## config.mk

```make
export PLATFORM = sky130hd
export DESIGN_NAME = axi_mctp_write_sink
export DESIGN_NICKNAME = d
export VERILOG_FILES = /design/src/rtl/axi_mctp_write_sink.sv
export SDC_FILE = /design/constraint.sdc
export NUM_CORES = 1
export LEC_CHECK = 0
export BUFFER_PORTS_ARGS = -buffer_cell sky130_fd_sc_hd__buf_4
export CAP_MARGIN = 10
export CORE_AREA = 2 2 289 291
export DETAILED_ROUTE_END_ITERATION = 10
export DIE_AREA = 0 0 291 293
export HOLD_SLACK_MARGIN = 0.12
export SLEW_MARGIN = 20
export SYNTH_ARGS = -nofsm -noshare
export SYNTH_HDL_FRONTEND = slang
export SYNTH_SLANG_ARGS = --single-unit
```

## constraint.sdc

```tcl
create_clock -name i_clk -period 7.7 [get_ports i_clk]
set_clock_uncertainty 0.2 [all_clocks]
set_input_delay 1.925 -clock i_clk [delete_from_list [all_inputs] [get_ports i_clk]]
set_output_delay 1.925 -clock i_clk [all_outputs]
set_load 0.05 [all_outputs]
```

## src/rtl/axi_mctp_write_sink.sv

```systemverilog
// AXI4 write slave that terminates MCTP-over-PCIe VDM bursts: header check, MCTP sequence tracking, payload streaming.
// Optional per-burst error counters are enabled by defining AXI_MCTP_SINK_ERR_CNT_EN.
module axi_mctp_write_sink #(
  parameter logic [15:0] EXP_VENDOR_ID = 16'hB41A,
  parameter logic [7:0]  EXP_MSG_CODE  = 8'h7F,
  parameter logic [3:0]  EXP_HDR_VER   = 4'h1
) (
  input  logic         i_clk,
  input  logic         i_reset,
  input  logic [6:0]   I_AWID,
  input  logic [63:0]  I_AWADDR,
  input  logic [7:0]   I_AWLEN,
  input  logic         I_AWVALID,
  output logic         O_AWREADY,
  input  logic [255:0] I_WDATA,
  input  logic         I_WLAST,
  input  logic         I_WVALID,
  output logic         O_WREADY,
  output logic [6:0]   O_BID,
  output logic [1:0]   O_BRESP,
  output logic         O_BVALID,
  input  logic         I_BREADY,
  output logic [127:0] O_HDR,
  output logic         O_HDR_VALID,
  output logic [255:0] O_PLD_DATA,
  output logic         O_PLD_VALID,
  output logic         O_PLD_FIRST,
  output logic         O_PLD_LAST,
`ifdef AXI_MCTP_SINK_ERR_CNT_EN
  output logic [15:0]  O_HDR_ERR_CNT,
  output logic [15:0]  O_SEQ_ERR_CNT,
  output logic [15:0]  O_LAST_ERR_CNT,
`endif
  output logic         O_HDR_ERR,
  output logic         O_SEQ_ERR
);

  typedef enum logic [1:0] {S_IDLE, S_DATA, S_RESP} state_t;

  state_t       state_q, state_d;
  logic         awready_q, awready_d;
  logic [6:0]   id_q, id_d;
  logic [7:0]   len_q, len_d;
  logic [7:0]   beat_cnt_q, beat_cnt_d;
  logic         burst_err_q, burst_err_d;
  logic         bvalid_q, bvalid_d;
  logic [1:0]   bresp_q, bresp_d;
  logic [127:0] hdr_q, hdr_d;
  logic         hdr_valid_q, hdr_valid_d;
  logic [255:0] pld_data_q, pld_data_d;
  logic         pld_valid_q, pld_valid_d;
  logic         pld_first_q, pld_first_d;
  logic         pld_last_q, pld_last_d;
  logic         hdr_err_q, hdr_err_d;
  logic         seq_err_q, seq_err_d;
  logic         in_msg_q, in_msg_d;
  logic [1:0]   exp_seq_q, exp_seq_d;
  logic [3:0]   exp_tag_q, exp_tag_d;

  logic         hdr_hit, seq_hit, last_hit;
  logic         beat0, at_last, hdr_ok;
  logic         som, eom;
  logic [1:0]   seq;
  logic [3:0]   to_tag;

  // The write address carries no information for this sink.
  logic unused_awaddr;
  assign unused_awaddr = ^I_AWADDR;

  assign som    = I_WDATA[127];
  assign eom    = I_WDATA[126];
  assign seq    = I_WDATA[125:124];
  assign to_tag = I_WDATA[123:120];
  assign hdr_ok = (I_WDATA[7:5] == 3'b011) && (I_WDATA[4:3] == 2'b10) &&
                  (I_WDATA[63:56] == EXP_MSG_CODE) && (I_WDATA[95:80] == EXP_VENDOR_ID) &&
                  (I_WDATA[99:96] == EXP_HDR_VER);
  assign beat0   = (beat_cnt_q == 8'd0);
  assign at_last = (beat_cnt_q == len_q);

  always_comb begin
    state_d     = state_q;
    id_d        = id_q;
    len_d       = len_q;
    beat_cnt_d  = beat_cnt_q;
    burst_err_d = burst_err_q;
    bresp_d     = bresp_q;
    hdr_d       = hdr_q;
    hdr_valid_d = 1'b0;
    pld_data_d  = pld_data_q;
    pld_valid_d = 1'b0;
    pld_first_d = 1'b0;
    pld_last_d  = 1'b0;
    hdr_err_d   = hdr_err_q;
    seq_err_d   = seq_err_q;
    in_msg_d    = in_msg_q;
    exp_seq_d   = exp_seq_q;
    exp_tag_d   = exp_tag_q;
    hdr_hit     = 1'b0;
    seq_hit     = 1'b0;
    last_hit    = 1'b0;

    case (state_q)
      S_IDLE: begin
        if (I_AWVALID && awready_q) begin
          id_d        = I_AWID;
          len_d       = I_AWLEN;
          beat_cnt_d  = 8'd0;
          burst_err_d = 1'b0;
          state_d     = S_DATA;
        end
      end
      S_DATA: begin
        if (I_WVALID) begin
          pld_valid_d = 1'b1;
          pld_first_d = beat0;
          pld_last_d  = at_last;
          pld_data_d  = beat0 ? {128'h0, I_WDATA[255:128]} : I_WDATA;
          beat_cnt_d  = beat_cnt_q + 8'd1;
          if (beat0) begin
            hdr_d       = I_WDATA[127:0];
            hdr_valid_d = 1'b1;
            if (!hdr_ok) begin
              hdr_hit = 1'b1;
            end else if (som) begin
              // SOM always (re)starts a message, even one already in flight.
              exp_seq_d = seq + 2'd1;
              exp_tag_d = to_tag;
              in_msg_d  = !eom;
            end else if (!in_msg_q) begin
              seq_hit = 1'b1;
            end else if ((seq == exp_seq_q) && (to_tag == exp_tag_q)) begin
              exp_seq_d = exp_seq_q + 2'd1;
              if (eom) in_msg_d = 1'b0;
            end else begin
              seq_hit  = 1'b1;
              in_msg_d = 1'b0;
            end
          end
          last_hit    = (I_WLAST != at_last);
          if (hdr_hit) hdr_err_d = 1'b1;
          if (seq_hit) seq_err_d = 1'b1;
          burst_err_d = burst_err_q | hdr_hit | seq_hit | last_hit;
          // Either a WLAST or the final counted beat closes the burst.
          if (I_WLAST || at_last) begin
            state_d = S_RESP;
            bresp_d = burst_err_d ? 2'b10 : 2'b00;
          end
        end
      end
      S_RESP: begin
        if (I_BREADY && bvalid_q) state_d = S_IDLE;
      end
      default: state_d = S_IDLE;
    endcase

    awready_d = (state_d == S_IDLE);
    bvalid_d  = (state_d == S_RESP);
  end

  always_ff @(posedge i_clk) begin
    if (i_reset) begin
      state_q     <= S_IDLE;
      awready_q   <= 1'b0;
      id_q        <= '0;
      len_q       <= '0;
      beat_cnt_q  <= '0;
      burst_err_q <= 1'b0;
      bvalid_q    <= 1'b0;
      bresp_q     <= '0;
      hdr_q       <= '0;
      hdr_valid_q <= 1'b0;
      pld_data_q  <= '0;
      pld_valid_q <= 1'b0;
      pld_first_q <= 1'b0;
      pld_last_q  <= 1'b0;
      hdr_err_q   <= 1'b0;
      seq_err_q   <= 1'b0;
      in_msg_q    <= 1'b0;
      exp_seq_q   <= '0;
      exp_tag_q   <= '0;
    end else begin
      state_q     <= state_d;
      awready_q   <= awready_d;
      id_q        <= id_d;
      len_q       <= len_d;
      beat_cnt_q  <= beat_cnt_d;
      burst_err_q <= burst_err_d;
      bvalid_q    <= bvalid_d;
      bresp_q     <= bresp_d;
      hdr_q       <= hdr_d;
      hdr_valid_q <= hdr_valid_d;
      pld_data_q  <= pld_data_d;
      pld_valid_q <= pld_valid_d;
      pld_first_q <= pld_first_d;
      pld_last_q  <= pld_last_d;
      hdr_err_q   <= hdr_err_d;
      seq_err_q   <= seq_err_d;
      in_msg_q    <= in_msg_d;
      exp_seq_q   <= exp_seq_d;
      exp_tag_q   <= exp_tag_d;
    end
  end

`ifdef AXI_MCTP_SINK_ERR_CNT_EN
  logic [15:0] hdr_cnt_q, seq_cnt_q, last_cnt_q;

  function automatic logic [15:0] sat_inc(input logic [15:0] v);
    return (v == 16'hFFFF) ? v : v + 16'd1;
  endfunction

  // Each hit flag fires at most once per burst, so the counters count bursts.
  always_ff @(posedge i_clk) begin
    if (i_reset) begin
      hdr_cnt_q  <= '0;
      seq_cnt_q  <= '0;
      last_cnt_q <= '0;
    end else begin
      if (hdr_hit)  hdr_cnt_q  <= sat_inc(hdr_cnt_q);
      if (seq_hit)  seq_cnt_q  <= sat_inc(seq_cnt_q);
      if (last_hit) last_cnt_q <= sat_inc(last_cnt_q);
    end
  end

  assign O_HDR_ERR_CNT  = hdr_cnt_q;
  assign O_SEQ_ERR_CNT  = seq_cnt_q;
  assign O_LAST_ERR_CNT = last_cnt_q;
`endif

  assign O_AWREADY   = awready_q;
  assign O_WREADY    = (state_q == S_DATA);
  assign O_BID       = id_q;
  assign O_BRESP     = bresp_q;
  assign O_BVALID    = bvalid_q;
  assign O_HDR       = hdr_q;
  assign O_HDR_VALID = hdr_valid_q;
  assign O_PLD_DATA  = pld_data_q;
  assign O_PLD_VALID = pld_valid_q;
  assign O_PLD_FIRST = pld_first_q;
  assign O_PLD_LAST  = pld_last_q;
  assign O_HDR_ERR   = hdr_err_q;
  assign O_SEQ_ERR   = seq_err_q;

endmodule

```

==> flow_summary.toml <==
[status]
run_status = "finished clean"

[logic_synthesis]
ys_ff_latch = 425
syn_inst = 1907
synth_edf_count = 0
syn_area_per_cell_um2 = 8.424
ys_seq_area_frac = 0.5296
synth_nets = 2251
synthesis.area_um2 = 16070
yosys_most_used_dff = "dfxtp_1"
ys_types = 43
ys_warn_count = 0
async_flop_share = 0

[cells_and_area]
drive_gt1_frac = 0.3082
stdcell_count = 3607
final_area_um2 = 23820
antenna_cells = 0
area_delta_synth_final_pct = 48.29
layout_commonest_cell = "buf_4"
most-common-layout-cells = "686 x buf_4, 547 x nand2_1, 425 x dfxtp_1, 281 x a21oi_1, 148 x nor2_1"
fill_cells = 8745
nNetsFinal = 2841

[worst_setup_path]
path_delay_family = "simple AND/OR/NAND/NOR gates"
crit_required_ps = 8020
crit_buf_inv = 1
crit_arrival_ps = 4710
cp-end-kind = "flop"
cp_slowest_cell = "or4_1"
max_stage_delay_ps = 750
crit_fanout = 9
crit_type = "input port to flop"
crit_path_frequent_cell = "or4_1"
cp-start-kind = "input port"
crit_chain = "buf_4, or4b_1, or4_4, or4_1, or4_1, a21oi_1"

[sta]
hold_viol = 0
setup_viol = 0
setup_slack_ps = 3307
slew_headroom = 0.3324
min_period_ps = 4393
max_freq_mhz = 227.6
totalNegativeSetupSlack_ps = 0
rsz0062_at_grt = "false"
tightest_slew_ps = 995.7
final_max_slew_viol_count = 0
layout_worst_path_cycle_share = 0.5706

[floorplanning]
rows = 105
coreArea_um2 = 81850
die_y_um = 293
io_pins = 743
die_area_um2 = 85260
start_util = 0.1963
die_x_um = 291

[detailed_routing]
avgRoutedWirePerCell_um = 18.47
vias = 15390
via_per_inst = 4.268
first_pass_iters = 5
drtIter0Drc = 671
ant_nets = 0
drt_wl_total_mm = 66.62
drc = 0

[clocking]
clock_path_buffers = 3
cts.sinks = 425
post_cts_buffers = 0
numCtsBuffers = 51
insertion_delay_ps = 590
cts_hold_buf = 0
cts_tree = "done"
cts_root_buffer = "clkbuf_16"
htreeDepth = 2
path_clk_slew_ps = 60
ctsResizeCount = 0

[placed_design]
dp_hpwl_mm = 45.88
io_buffer_count = 677
place_area_um2 = 22140
post-place-cells = 3514
preCtsSetupSlack_ps = 2661
place_congestion = 0.8417

[pwr]
vdd_drop_max_uv = 169.6
power_density_nw_per_um2 = 237.0
leakagePower_uw = 0.009253

[grt]
grt_pass1_wl_mm = 97.46
grt_pass1_vias = 14880
grt.total_usage = 0.1489
overflow = 0
grt_max_degree = 177
antenna_found_initial = 5

[job]
maxCapViolCount = 0

[min_path]
min_path_type = "flop to flop"
worst paths after layout:
path	cells after the start	end	slack, ps	start
hold / removal	2	O_PLD_DATA[143]	250	O_PLD_DATA[143]
setup / recovery	6	exp_seq_q[1]	3310	I_WDATA[86]
setup reg to reg	8	O_HDR[3]	3920	beat_cnt_q[0]
hold reg to reg	2	O_PLD_DATA[143]	250	O_PLD_DATA[143]
kinds of logic (layout without fill, tap and decap cells):
logic type,after synthesis,in the layout,synth area share
mux,133,133,0.08287
fa+ha+maj,3,3,0.002337
simple gates,740,740,0.1822
buf+inv,163,793,0.03863
other cells,1,1,0.0002334
compound gates,422,422,0.1533
flops,425,425,0.5296
xor+xnor,20,20,0.01090
flip-flops by register name, summed over array words and instances (netlist names), 2 cells and up:
name        cells
state_q         2
O_PLD_DATA    256
exp_seq_q       2
beat_cnt_q      8
O_BID           7
exp_tag_q       4
len_q           8
O_HDR         128
Yosys cell counts (all sizes together) (4+ instances only):
cell,number,share of area
buf,25,0.0064
nor3,5,0.0016
o21ai,4,0.0012
nor2,149,0.035
dfxtp,425,0.53
clkbuf,131,0.031
nor4,5,0.0023
a211oi,128,0.060
inv,7,0.0016
or4,4,0.0021
a21oi,281,0.088
xor2,18,0.0098
mux2i,133,0.083
nand2,548,0.13
nand3b,4,0.0019
nand3,4,0.0012
nand4,5,0.0019
tightest hold or removal path: stages (launching register included):
cell	delay, ps
dfxtp_1	300
nand2_1	50
a21oi_1	50
area by class of cell:
cell class / instances / area (um^2) / area share
Clock buffer: 80 / 1556 / 0.06534
Clock inverter: 13 / 120.1 / 0.005042
Inverter: 7 / 26.28 / 0.001103
Multi-Input combinational cell: 1319 / 6988 / 0.2933
Sequential cell: 425 / 8508 / 0.3571
Tap cell: 1070 / 1339 / 0.05620
Timing Repair Buffer: 693 / 5285 / 0.2218
stage by stage:
step                total power [uW]  hold slack, ps  utilization
global route                    5890           265.0       0.2911
floorplan                       2897           247.8            -
finish                          5646           252.6       0.2911
detailed placement              3284           246.6       0.2705
global placement                3277           242.3       0.2705
CTS                             5752           254.7       0.2910
metal layers:
metal	vias up	wire, um	track usage
li1	7610	-	-
met2	510	31920	0.2509
met1	7179	28490	0.1875
met3	93	4327	0.03411
met5	-	10	0
met4	2	1876	0.04827
where the power goes:
| part | internal, uW | switching [uW] | leakage (uW) |
|---|---|---|---|
| sequential | 2280 | 43.9 | 0.00344 |
| clock | 1420 | 1000 | 0.000819 |
| combinational | 297 | 603 | 0.00499 |
| total | 4000 | 1650 | 0.00925 |
No activity file was read; power rests on OpenSTA's default activity.
